$ cat config.mk
export PLATFORM = sky130hd
export DESIGN_NAME = dds_wave_analyzer
export DESIGN_NICKNAME = d
export VERILOG_FILES = /design/src/rtl/dds_wave_analyzer.sv
export SDC_FILE = /design/constraint.sdc
export NUM_CORES = 1
export LEC_CHECK = 0
export BUFFER_PORTS_ARGS = -buffer_cell sky130_fd_sc_hd__buf_2
export CAP_MARGIN = 25
export CORE_ASPECT_RATIO = 1.2
export CORE_UTILIZATION = 60
export CTS_CLUSTER_DIAMETER = 30
export DETAILED_ROUTE_END_ITERATION = 8
export PLACE_DENSITY = 0.85
export SYNTH_ARGS = -nofsm -noshare
export SYNTH_HDL_FRONTEND = slang
export SYNTH_SLANG_ARGS = --single-unit
$ cat constraint.sdc
create_clock -name Clk -period 7.5 [get_ports Clk]
set_input_delay 0.375 -clock Clk [delete_from_list [all_inputs] [get_ports Clk]]
set_output_delay 0.375 -clock Clk [all_outputs]
set_load 0.02 [all_outputs]
$ cat src/rtl/dds_wave_analyzer.sv
// Waveform analyzer for a DDS loopback: measures period, high time, peaks and lock from a sample stream.
// Optional build macro WAVE_AVG_EN: Period reports the mean of the last four raw periods.
module dds_wave_analyzer #(
  parameter int DATA_W = 8,
  parameter int CNT_W  = 16,
  parameter int HYST   = 16
) (
  input  logic              Clk,
  input  logic              Rst,
  input  logic              Sample_Valid,
  input  logic [DATA_W-1:0] Sample,
  output logic [CNT_W-1:0]  Period,
  output logic [CNT_W-1:0]  High_Time,
  output logic [DATA_W-1:0] Peak_Max,
  output logic [DATA_W-1:0] Peak_Min,
  output logic              Meas_Valid,
  output logic              Lock,
  output logic              Timeout
);

  localparam logic [1:0] S_INIT = 2'd0;
  localparam logic [1:0] S_WAIT = 2'd1;
  localparam logic [1:0] S_MEAS = 2'd2;

  localparam logic [DATA_W-1:0] THR_INIT = {1'b1, {(DATA_W-1){1'b0}}};
  localparam logic [DATA_W:0]   HYST_EXT = HYST[DATA_W:0];
  localparam logic [DATA_W:0]   CODE_MAX = {1'b0, {DATA_W{1'b1}}};
  localparam logic [CNT_W-1:0]  CNT_ONE  = {{(CNT_W-1){1'b0}}, 1'b1};
  localparam logic [CNT_W-1:0]  CNT_ZERO = {CNT_W{1'b0}};
  localparam logic [CNT_W-1:0]  CNT_MAX  = {CNT_W{1'b1}};

  logic [1:0]        state;
  logic [DATA_W-1:0] thr;
  logic              level;
  logic [CNT_W-1:0]  cnt;
  logic [CNT_W-1:0]  hcnt;
  logic [DATA_W-1:0] run_max;
  logic [DATA_W-1:0] run_min;
  logic [CNT_W-1:0]  ref_period;
  logic              has_ref;

  logic [DATA_W:0]   hi_sum;
  logic [DATA_W-1:0] hi_th;
  logic [DATA_W-1:0] lo_th;
  logic              next_level;
  logic              rise;
  logic              capture;
  logic              overflow;
  logic [DATA_W:0]   mid_sum;
  logic [CNT_W-1:0]  period_next;
  logic              report;

  // Hysteresis slicer with saturated thresholds and rising-edge detection.
  always_comb begin
    hi_sum = {1'b0, thr} + HYST_EXT;
    if (hi_sum > CODE_MAX) begin
      hi_th = {DATA_W{1'b1}};
    end else begin
      hi_th = hi_sum[DATA_W-1:0];
    end
    if ({1'b0, thr} < HYST_EXT) begin
      lo_th = {DATA_W{1'b0}};
    end else begin
      lo_th = thr - HYST_EXT[DATA_W-1:0];
    end
    if (Sample >= hi_th) begin
      next_level = 1'b1;
    end else if (Sample <= lo_th) begin
      next_level = 1'b0;
    end else begin
      next_level = level;
    end
    rise     = (state != S_INIT) && !level && next_level;
    capture  = Sample_Valid && (state == S_MEAS) && rise;
    overflow = Sample_Valid && (state == S_MEAS) && !rise && (cnt == CNT_MAX);
    mid_sum  = {1'b0, run_max} + {1'b0, run_min};
  end

`ifdef WAVE_AVG_EN
  logic [CNT_W-1:0] hist0;
  logic [CNT_W-1:0] hist1;
  logic [CNT_W-1:0] hist2;
  logic [1:0]       cap_cnt;
  logic [CNT_W+1:0] avg_sum;

  assign avg_sum     = {2'b00, cnt} + {2'b00, hist0} + {2'b00, hist1} + {2'b00, hist2};
  assign period_next = avg_sum[CNT_W+1:2];
  assign report      = (cap_cnt == 2'd3);

  // Raw period history; the first three captures after reset or timeout only fill it.
  always_ff @(posedge Clk) begin
    if (Rst) begin
      hist0   <= CNT_ZERO;
      hist1   <= CNT_ZERO;
      hist2   <= CNT_ZERO;
      cap_cnt <= 2'd0;
    end else if (capture) begin
      hist0 <= cnt;
      hist1 <= hist0;
      hist2 <= hist1;
      if (cap_cnt != 2'd3) begin
        cap_cnt <= cap_cnt + 2'd1;
      end
    end else if (overflow) begin
      cap_cnt <= 2'd0;
    end
  end
`else
  assign period_next = cnt;
  assign report      = 1'b1;
`endif

  // Measurement FSM, running statistics and registered outputs.
  always_ff @(posedge Clk) begin
    if (Rst) begin
      state      <= S_INIT;
      thr        <= THR_INIT;
      level      <= 1'b0;
      cnt        <= CNT_ZERO;
      hcnt       <= CNT_ZERO;
      run_max    <= {DATA_W{1'b0}};
      run_min    <= {DATA_W{1'b0}};
      ref_period <= CNT_ZERO;
      has_ref    <= 1'b0;
      Period     <= CNT_ZERO;
      High_Time  <= CNT_ZERO;
      Peak_Max   <= {DATA_W{1'b0}};
      Peak_Min   <= {DATA_W{1'b0}};
      Meas_Valid <= 1'b0;
      Lock       <= 1'b0;
      Timeout    <= 1'b0;
    end else begin
      Meas_Valid <= 1'b0;
      if (Sample_Valid) begin
        level <= next_level;
        case (state)
          S_INIT: state <= S_WAIT;
          S_WAIT: begin
            if (rise) begin
              state   <= S_MEAS;
              cnt     <= CNT_ONE;
              hcnt    <= CNT_ONE;
              run_max <= Sample;
              run_min <= Sample;
            end
          end
          S_MEAS: begin
            if (rise) begin
              // Closing edge: publish, then this same sample opens the next period.
              Period     <= period_next;
              High_Time  <= hcnt;
              Peak_Max   <= run_max;
              Peak_Min   <= run_min;
              thr        <= mid_sum[DATA_W:1];
              Meas_Valid <= report;
              Timeout    <= 1'b0;
              Lock       <= has_ref && (cnt == ref_period);
              ref_period <= cnt;
              has_ref    <= 1'b1;
              cnt        <= CNT_ONE;
              hcnt       <= CNT_ONE;
              run_max    <= Sample;
              run_min    <= Sample;
            end else if (cnt == CNT_MAX) begin
              Timeout <= 1'b1;
              Lock    <= 1'b0;
              has_ref <= 1'b0;
              thr     <= THR_INIT;
              state   <= S_WAIT;
            end else begin
              cnt <= cnt + CNT_ONE;
              if (next_level) begin
                hcnt <= hcnt + CNT_ONE;
              end
              if (Sample > run_max) begin
                run_max <= Sample;
              end
              if (Sample < run_min) begin
                run_min <= Sample;
              end
            end
          end
          default: state <= S_INIT;
        endcase
      end
    end
  end

endmodule

==> results of run 1 <==
[placed cells by master (no fill, tap or decap), types with 3 or more instances in the layout]
cell type	n
a211o_1	10
a211oi_1	9
a21o_1	7
a21oi_1	69
a21oi_2	3
a22o_1	6
a22oi_1	12
a31o_2	3
a32o_1	8
and2_1	6
and3_1	6
and4_1	3
buf_2	61
clkbuf_16	9
clkinv_4	3
dfxtp_1	111
ha_1	43
inv_1	25
mux2i_1	16
nand2_1	160
nand2b_1	5
nand3_1	20
nand4_1	15
nor2_1	27
nor3_1	17
nor3b_1	4
nor4_1	7
o211ai_1	6
o21a_1	5
o21ai_0	22
o21ai_1	5
o221a_2	5
o32ai_1	3
or2_2	4
or3_1	16
xnor2_1	13
xor2_1	9
[worst max path at each step]
| stage | startpoint | to | slack, ns |
|---|---|---|---|
| finish | thr[4] | run_min[0] | 2.84 |
| global route | thr[4] | Peak_Max[7] | 2.52 |
| CTS | thr[4] | thr[0] | 2.68 |
| detailed placement | thr[4] | thr[0] | 2.73 |
| global placement | thr[4] | thr[6] | 3.13 |
| floorplan | thr[4] | cnt[13] | 3.97 |
[cells in the mapped netlist, types with 4 or more instances]
| cell | count | share of area [%] |
|---|---|---|
| a211o_1 | 10 | 1.4 |
| a211oi_1 | 9 | 1.1 |
| a21o_1 | 7 | 0.86 |
| a21oi_1 | 69 | 5.6 |
| a22o_1 | 6 | 0.86 |
| a22oi_1 | 12 | 1.5 |
| a32o_1 | 8 | 1.3 |
| and2_1 | 6 | 0.61 |
| and3_1 | 6 | 0.61 |
| buf_2 | 6 | 0.49 |
| buf_4 | 6 | 0.74 |
| clkbuf_1 | 24 | 1.5 |
| dfxtp_1 | 111 | 36 |
| ha_1 | 43 | 8.8 |
| inv_1 | 25 | 1.5 |
| mux2i_1 | 16 | 2.6 |
| nand2_1 | 160 | 9.8 |
| nand2b_1 | 5 | 0.51 |
| nand3_1 | 21 | 1.7 |
| nand4_1 | 15 | 1.5 |
| nor2_1 | 27 | 1.7 |
| nor3_1 | 17 | 1.4 |
| nor3b_1 | 4 | 0.49 |
| nor4_1 | 7 | 0.72 |
| o211ai_1 | 6 | 0.74 |
| o21a_1 | 5 | 0.61 |
| o21ai_0 | 22 | 1.8 |
| o21ai_1 | 5 | 0.41 |
| o221a_2 | 5 | 0.92 |
| or2_2 | 4 | 0.41 |
| or3_1 | 16 | 1.6 |
| xnor2_1 | 13 | 1.9 |
| xor2_1 | 9 | 1.3 |
[kinds of logic after synthesis]
kind of cell	after synthesis
AOI/OAI and AO/OA	190
xor gates and xnor gates	22
buffers and inverters	64
and+or+nand+nor	298
muxes	16
adders and majority gates	44
DFF	111
[layer usage]
metal | vias to the layer above | share of wire (%)
met4 | 0 | 2.8
met1 | 2708 | 41
met3 | 31 | 5.9
met5 | - | 0
met2 | 200 | 51
li1 | 2755 | -
[power by group through the flow]
stage | Sequential [mW] | Clock, mW | Combinational, mW
floorplan | 0.609 | 0 | 0.0673
CTS | 0.599 | 0.473 | 0.0879
detailed placement | 0.613 | 0 | 0.0869
global placement | 0.613 | 0 | 0.0826
finish | 0.599 | 0.471 | 0.0891
global route | 0.600 | 0.500 | 0.0980
[through the flow]
stage | instances | hold slack [ns] | setup WS [ns] | utilization (%) | total power, mW
after global placement | 896 | 0.441 | 3.13 | 64.5 | 0.696
after global routing | 913 | 0.342 | 2.52 | 67.6 | 1.20
after CTS | 912 | 0.325 | 2.68 | 67.4 | 1.16
after detailed placement | 896 | 0.445 | 2.73 | 64.5 | 0.700
after floorplan | 745 | 0.426 | 3.97 | - | 0.677
final | 913 | 0.328 | 2.84 | 67.6 | 1.16
[worst register-to-register path, delay by kind of cell, from the launching register on]
| kind | cells | cell delay, ns |
|---|---|---|
| compound gates | 6 | 1.84 |
| simple gates | 4 | 1.28 |
| fa+ha+maj | 2 | 0.66 |
| flops | 1 | 0.40 |
| mux | 1 | 0.26 |
| buf+inv | 1 | 0.15 |
[flip-flops by register name, indices dropped and copies added (netlist names), 16 cells and up]
name and cells:
ref_period 16, cnt 16, High_Time 16, hcnt 16
[area by class of cell]
cell class / count / area share [%]
tap: 126 / 2.34
clock inverter: 7 / 0.967
multi-input combinational: 570 / 53.8
clock buffer: 9 / 3.35
sequential: 111 / 33.0
timing repair buffer: 64 / 5.06
inverter: 26 / 1.45
==> impl_metrics.yaml, run 1 <==
run_status:
  status: "completed"
synthesis:
  synthSimpleGateAreaFrac_pct: 22.6
  synthXorXnorAreaFrac_pct: 3.15
  synth_compound_area_share_pct: 21.6
  synth_area_um2: 6120
  yosysSeqAreaShare_pct: 36.3
  async_flop_share_pct: 0
  syn-num-nets: 800
  synth_flop_cell: "dfxtp_1"
  avgSynthCellArea_um2: 8.21
  yosys_register_bits: 111
  yosys.cell_types.count: 62
  synth.area.mux_share_pct: 2.62
  synth_top_family_by_area: "simple AND/OR/NAND/NOR gates"
  synth_fa_ha_area_share_pct: 9.12
  yosysWarnings: 0
  synth_cells: 745
  synth-edff-count: 0
cts:
  cts_buffers: 9
  clk_latency_ns: 0.35
  cts_resized: 0
  cts-root-buf: "clkbuf_16"
  path_clk_slew_ns: 0.08
  cts_setup_buffers: 0
  numClockSinks: 111
  cts_buffer_depth: 2
  h-tree-depth: 3
  cts_hold_buf: 0
  cts_tree: "yes"
timing:
  finalClockSkew_ns: 0.0103
  max_freq_mhz: 215
  hold_violations: 0
  min_period_ns: 4.66
  period_share_pct: 62.1
  grt_setup_unrepaired: "false"
  slew_violations: 0
  finalSetupTns_ns: 0
  worst_pin_slew_ns: 1.05
  setup_viol: 0
  slew_headroom_pct: 29.9
placement:
  gp_congestion: 0.950
  numPortBuffers: 61
  dpl.hpwl_um: 10800
  placed_cell_area_um2: 6420
grt:
  grt_antenna_before_repair: 0
  overflow: 0
  grt_usage_pct: 30.0
  grt_pass1_wl_um: 25500
  grt_pass1_vias: 5354
  grtUsageMet2_pct: 51.6
  busiest_layer: "met2"
  use_met3_pct: 5.35
  grt_max_degree: 74
  met1_usage_pct: 36.6
cells_and_area:
  num_antenna_cells: 0
  multi_input_area_um2: 3620
  syn2layout_area_growth_pct: 10.0
  nets: 837
  stdcell_area_um2: 6730
  fillCellCount: 837
  drive_gt1_share_pct: 13.7
  seqCellArea_um2: 2220
run:
  drv_cap: 0
worst_hold_path:
  whs_endpoint: "run_max[0]"
  min_path_type: "input port to register"
  worstHoldPathCells: 3
  hold_start: "Sample[0]"
detailed_routing:
  avgRoutedWirePerCell_um: 17.0
  drt_iter0_markers: 469
  wirelength_um: 15500
  vias_per_cell: 6.24
  drtPass1Iterations: 5
  drc: 0
  ant_nets: 0
  vias: 5694
setup_path:
  worstPathCellList: "inv_1, ha_1, nor4bb_1, and4_1, o21ai_0, a21oi_1, nor2_1, ha_1, a211o_1, a31oi_2, o31ai_4, nand4_1, a21boi_0, mux2i_1"
  cp_data_arrival_time_ns: 4.93
  cp_common_cell: "ha_1"
  worst_path_dominant_cell_family: "compound AO/OA/AOI/OAI gates"
  r2r_cells: 14
  max_stage_delay_ns: 0.61
  reg2reg_slack_ns: 2.84
  cp_max_fo: 19
  r2r_end: "run_min[0]"
  path_buf_inv: 1
  r2r-start: "thr[4]"
  crit_slowest_cell: "nand4_1"
  crit_path_end_kind: "register"
  crit_cells: 14
  start_kind: "register"
  critical_path_class: "register to register"
  worst_ep_required_time_ns: 7.78
pwr:
  internal_power_uw: 855
  switching_power_uw: 305
  power_frac_comb_pct: 7.7
  power_frac_seq_pct: 51.7
  peakVddDrop_uv: 104
  leakage_nw: 2.69
  powerDensity_nw_per_um2: 172
  switching_share_pct: 26.3
  clockPowerShare_pct: 40.6
die:
  dieArea_um2: 10600
  start_util_pct: 61.4
  boundaryPins: 62
  die_x_um: 94.2
  rows: 40
  core_um2: 9960
  die_h_um: 113
(Power assumes the default switching activity.)
==> inputs of run 2 (changes only) <==
--- a/config.mk
+++ b/config.mk
@@ -8,10 +8,10 @@
 export BUFFER_PORTS_ARGS = -buffer_cell sky130_fd_sc_hd__buf_2
 export CAP_MARGIN = 25
 export CORE_ASPECT_RATIO = 1.2
-export CORE_UTILIZATION = 60
+export CORE_UTILIZATION = 54
 export CTS_CLUSTER_DIAMETER = 30
 export DETAILED_ROUTE_END_ITERATION = 8
-export PLACE_DENSITY = 0.85
+export PLACE_DENSITY = 0.81
 export SYNTH_ARGS = -nofsm -noshare
 export SYNTH_HDL_FRONTEND = slang
 export SYNTH_SLANG_ARGS = --single-unit
==> constraint.sdc (replaced) <==
create_clock -name Clk -period 4.27 [get_ports Clk]
set_input_delay 0.2135 -clock Clk [delete_from_list [all_inputs] [get_ports Clk]]
set_output_delay 0.2135 -clock Clk [all_outputs]
set_load 0.02 [all_outputs]
==> impl_metrics.yaml, run 2 (synthesized netlist as in run 1, its figures left out) <==
cts:
  h-tree-depth: 3
  cts_tree: "yes"
  cts_setup_buffers: 0
  clk_latency_ns: 0.36
  numClockSinks: 111
  cts_buffers: 9
  cts_buffer_depth: 2
  cts_hold_buf: 0
  cts-root-buf: "clkbuf_16"
  cts_resized: 0
  path_clk_slew_ns: 0.07
cells_and_area:
  syn2layout_area_growth_pct: 12.3
  drive_gt1_share_pct: 15.3
  final_common_cell: "nand2_1"
  num_antenna_cells: 0
  nets: 848
  layout_common_cells: "nand2_1, dfxtp_1, a21oi_1, buf_2, ha_1"
setup_path:
  cp_max_fo: 8
  worst_ep_required_time_ns: 4.55
  crit_slowest_cell: "a21boi_0"
  r2r_cells: 15
  reg2reg_slack_ns: 0.41
  start_kind: "register"
  crit_path_end_kind: "register"
  critical_path_class: "register to register"
  r2r_end: "run_min[0]"
  r2r-start: "thr[4]"
  cp_common_cell: "ha_1"
  worstPathCellList: "inv_1, ha_1, nor4bb_1, and4_1, o211ai_1, a21oi_2, nor2_1, ha_1, a211o_1, a31oi_2, o31a_2, buf_4, o32ai_1, a21boi_0, mux2i_1"
  cp_data_arrival_time_ns: 4.14
  max_stage_delay_ns: 0.57
timing:
  slew_violations: 0
  finalClockSkew_ns: 0.00972
  finalSetupTns_ns: 0
  setup_viol: 0
  slew_headroom_pct: 37.2
  hold_violations: 0
  worst_pin_slew_ns: 0.943
  max_freq_mhz: 259
  min_period_ns: 3.86
  grt_setup_unrepaired: "false"
  period_share_pct: 90.5
grt:
  grt_usage_pct: 27.6
  grt_pass1_vias: 5517
  grt_pass1_wl_um: 26200
  grt_max_degree: 73
  overflow: 0
  grt_antenna_before_repair: 0
worst_hold_path:
  min_path_type: "input port to register"
  whs_endpoint: "run_max[0]"
  worstHoldPathCells: 3
  hold_start: "Sample[0]"
detailed_routing:
  ant_nets: 0
  drt_iter0_markers: 445
  wirelength_um: 15700
  drc: 0
  avgRoutedWirePerCell_um: 16.9
  drtPass1Iterations: 5
  vias: 5719
  vias_per_cell: 6.15
die:
  start_util_pct: 55.5
  die_x_um: 99.2
  rows: 42
  die_h_um: 119
  dieArea_um2: 11800
  boundaryPins: 62
  core_um2: 11000
pwr:
  leakage_nw: 2.76
  peakVddDrop_uv: 206
  powerDensity_nw_per_um2: 312
  p_total_mw: 2.15
placement:
  numPortBuffers: 61
  gp_congestion: 0.908
  dpl.hpwl_um: 11200
run_status:
  status: "completed"
run:
  drv_cap: 0
[run 2: cell count changes in the layout (fill, tap and decap cells not counted), sizes merged]
cell      delta
buf         +11
clkinvlp     +1
bufinv       +2
clkinv       -2
inv          -1
[run 2: worst max path at each step]
| stage | start | end | slack, ns | depth (start not counted) |
|---|---|---|---|---|
| after floorplan | thr[4] | cnt[13] | 0.74 | 16 |
| after global placement | thr[4] | ref_period[7] | 0.24 | 15 |
| after detailed placement | thr[4] | High_Time[12] | 0.05 | 15 |
| after CTS | thr[4] | High_Time[12] | 0.03 | 15 |
| after global routing | thr[4] | High_Time[12] | 0.13 | 16 |
| final | thr[4] | run_min[0] | 0.41 | 15 |
[run 2: report_power, final]
group / internal, mW / switching, mW / leakage, nW
Clock: 0.522 / 0.411 / 0.154
Sequential: 1.04 / 0.0126 / 0.895
Combinational: 0.0537 / 0.106 / 1.71
Total: 1.62 / 0.530 / 2.76
[run 2: through the flow]
stage | util [%] | cell area [um^2] | hold slack [ns] | worst slack, ns | std cells
global placement | 59.0 | 6510 | 0.442 | 0.239 | 913
detailed placement | 59.0 | 6510 | 0.443 | 0.0494 | 913
floorplan | - | 6120 | 0.375 | 0.741 | 745
global route | 62.3 | 6880 | 0.188 | 0.127 | 930
finish | 62.3 | 6880 | 0.190 | 0.408 | 930
CTS | 62.0 | 6840 | 0.170 | 0.0318 | 929
[run 2: cell type report]
cell class / count / area [um^2]
fillers: 933 / 4160
clock inverters: 7 / 104
well taps: 132 / 165
inverters: 26 / 97.6
clock buffers: 9 / 225
multi-input cells: 570 / 3630
repair buffers: 75 / 430
flip-flops and latches: 111 / 2220
[run 2: critical path, delay by kind of cell, from the launching register on]
kind,cells,cell delay [ns]
AO/OA/AOI/OAI,7,1.74
adder cells (fa/ha/maj),2,0.62
AND/OR/NAND/NOR,3,0.56
flip-flops,1,0.33
multiplexers,1,0.27
buffers and inverters,2,0.26
[run 2: routing by layer]
metal | vias up | GRT usage, % | part of all wire, %
li1 | 2759 | - | -
met1 | 2712 | 33.6 | 41
met2 | 208 | 47.5 | 50
met3 | 40 | 4.55 | 5.6
met4 | 0 | 12.4 | 3.3
met5 | - | 0 | 0
==> inputs of run 3 (changes only) <==
--- a/config.mk
+++ b/config.mk
@@ -8,10 +8,11 @@
 export BUFFER_PORTS_ARGS = -buffer_cell sky130_fd_sc_hd__buf_2
 export CAP_MARGIN = 25
 export CORE_ASPECT_RATIO = 1.2
-export CORE_UTILIZATION = 54
+export CORE_UTILIZATION = 59
 export CTS_CLUSTER_DIAMETER = 30
 export DETAILED_ROUTE_END_ITERATION = 8
-export PLACE_DENSITY = 0.81
+export PLACE_DENSITY = 0.84
+export SETUP_SLACK_MARGIN = 0.2
 export SYNTH_ARGS = -nofsm -noshare
 export SYNTH_HDL_FRONTEND = slang
 export SYNTH_SLANG_ARGS = --single-unit
==> constraint.sdc (replaced) <==
create_clock -name Clk -period 3.8 [get_ports Clk]
set_input_delay 0.19 -clock Clk [delete_from_list [all_inputs] [get_ports Clk]]
set_output_delay 0.19 -clock Clk [all_outputs]
set_load 0.02 [all_outputs]
==> impl_metrics.yaml, run 3 (synthesized netlist as in run 1, its figures left out) <==
setup_path:
  path_buf_inv: 2
  worst_path_dominant_cell_family: "simple AND/OR/NAND/NOR gates"
  start_kind: "register"
  max_stage_delay_ns: 0.55
  critical_path_class: "register to register"
  cp_max_fo: 6
  crit_slowest_cell: "nor4_1"
  cp_data_arrival_time_ns: 3.90
  crit_path_end_kind: "register"
  worstPathCellList: "inv_2, ha_4, nor4bb_4, and4_1, o21ai_0, a21oi_2, or2_2, ha_1, nand2b_1, a31oi_4, o31ai_4, buf_4, nand3_2, nor4_1, a21o_1"
  worst_ep_required_time_ns: 4.10
die:
  die_x_um: 95.0
  start_util_pct: 60.8
  boundaryPins: 62
  die_h_um: 114
  rows: 40
  core_um2: 10100
  dieArea_um2: 10800
detailed_routing:
  drc: 0
  wirelength_um: 17300
  avgRoutedWirePerCell_um: 18.1
  vias_per_cell: 6.32
  ant_nets: 0
  drtPass1Iterations: 6
  drt_iter0_markers: 554
  vias: 6010
grt:
  grt_usage_pct: 31.0
  grt_max_degree: 73
  grt_antenna_before_repair: 0
  grt_pass1_wl_um: 26300
  grt_pass1_vias: 5738
  overflow: 0
cts:
  numClockSinks: 111
  cts_buffers: 9
  cts_tree: "yes"
  cts-root-buf: "clkbuf_16"
  cts_hold_buf: 0
  h-tree-depth: 3
  path_clk_slew_ns: 0.08
  clk_latency_ns: 0.36
  cts_buffer_depth: 2
run:
  drv_cap: 0
cells_and_area:
  num_antenna_cells: 0
  drive_gt1_share_pct: 20.0
  stdcell_count: 951
  nets: 875
  utilization_pct: 72.0
  multi_input_area_um2: 3780
  layout_common_cells: "nand2_1, dfxtp_1, a21oi_1, buf_2, ha_1"
  final_common_cell: "nand2_1"
  fillCellCount: 748
  seqCellArea_um2: 2220
  syn2layout_area_growth_pct: 18.4
pwr:
  switching_share_pct: 26.3
  power_frac_comb_pct: 9.4
  powerDensity_nw_per_um2: 323
  switching_power_uw: 616
  internal_power_mw: 1.73
  peakVddDrop_uv: 250
  clockPowerShare_pct: 40.0
  power_frac_seq_pct: 50.6
  leakage_nw: 2.94
placement:
  numPortBuffers: 61
  pre_cts_ws_ns: -0.168
  gp_congestion: 0.891
  dpl.hpwl_um: 11400
  dpl.cell_count: 915
timing:
  finalSetupTns_ns: 0
  holdWs_ns: 0.127
  hold_violations: 0
  max_freq_mhz: 278
  finalClockSkew_ns: 0.0112
  period_share_pct: 94.7
  worst_pin_slew_ns: 0.959
  layout_setup_ws_ns: 0.203
  slew_violations: 0
  grt_setup_unrepaired: "true"
  min_period_ns: 3.60
  slew_headroom_pct: 35.8
  setup_viol: 0
worst_hold_path:
  min_path_type: "input port to register"
run_status:
  status: "completed"
run 3: worst paths after layout:
| kind | from | endpoint | slack, ns | depth (start not counted) |
|---|---|---|---|---|
| max | thr[4] | thr[2] | 0.20 | 15 |
| min | Sample[0] | run_max[0] | 0.13 | 3 |
| max reg2reg | thr[4] | thr[2] | 0.20 | 15 |
| min reg2reg | Peak_Min[0] | Peak_Min[0] | 0.45 | 2 |
run 3: layout make-up:
cell class,instances,share of cell area [%]
Tap cell,126,2.18
Inverter,26,1.35
Sequential cell,111,30.7
Clock inverter,6,0.742
Timing Repair Buffer,100,9.56
Clock buffer,10,3.30
Multi-Input combinational cell,572,52.2
run 3: metrics by stage:
stage	area [um^2]	power, mW
finish	7250	2.34
global route	7250	2.41
CTS	7100	2.32
detailed placement	6600	1.39
global placement	6600	1.38
floorplan	6120	1.34
run 3: layer usage:
| layer | wire (um) | global-route usage (%) |
|---|---|---|
| met5 | 0 | 0 |
| met4 | 918 | 18.0 |
| met3 | 1090 | 6.87 |
| met2 | 8540 | 53.8 |
| met1 | 6700 | 34.4 |
run 3: tightest hold or removal path, cell delays in order:
cell	delay [ns]
buf_2	0.12
nand2_1	0.07
mux2i_1	0.07
run 3: power by group through the flow:
stage | combinational, mW | sequential (mW) | clock (mW)
4_1_cts | 0.199 | 1.18 | 0.941
6_report | 0.220 | 1.18 | 0.937
3_5_place_dp | 0.182 | 1.21 | 0
3_3_place_gp | 0.172 | 1.21 | 0
5_1_grt | 0.236 | 1.19 | 0.984
2_1_floorplan | 0.133 | 1.20 | 0
run 3: what timing repair did:
item                                    CTS  global route
gates resized for setup                  13            23
buffers inserted                          9             7
endpoints found under the setup margin  108           108
cloned                                    2             2
pin swaps                                 8            10
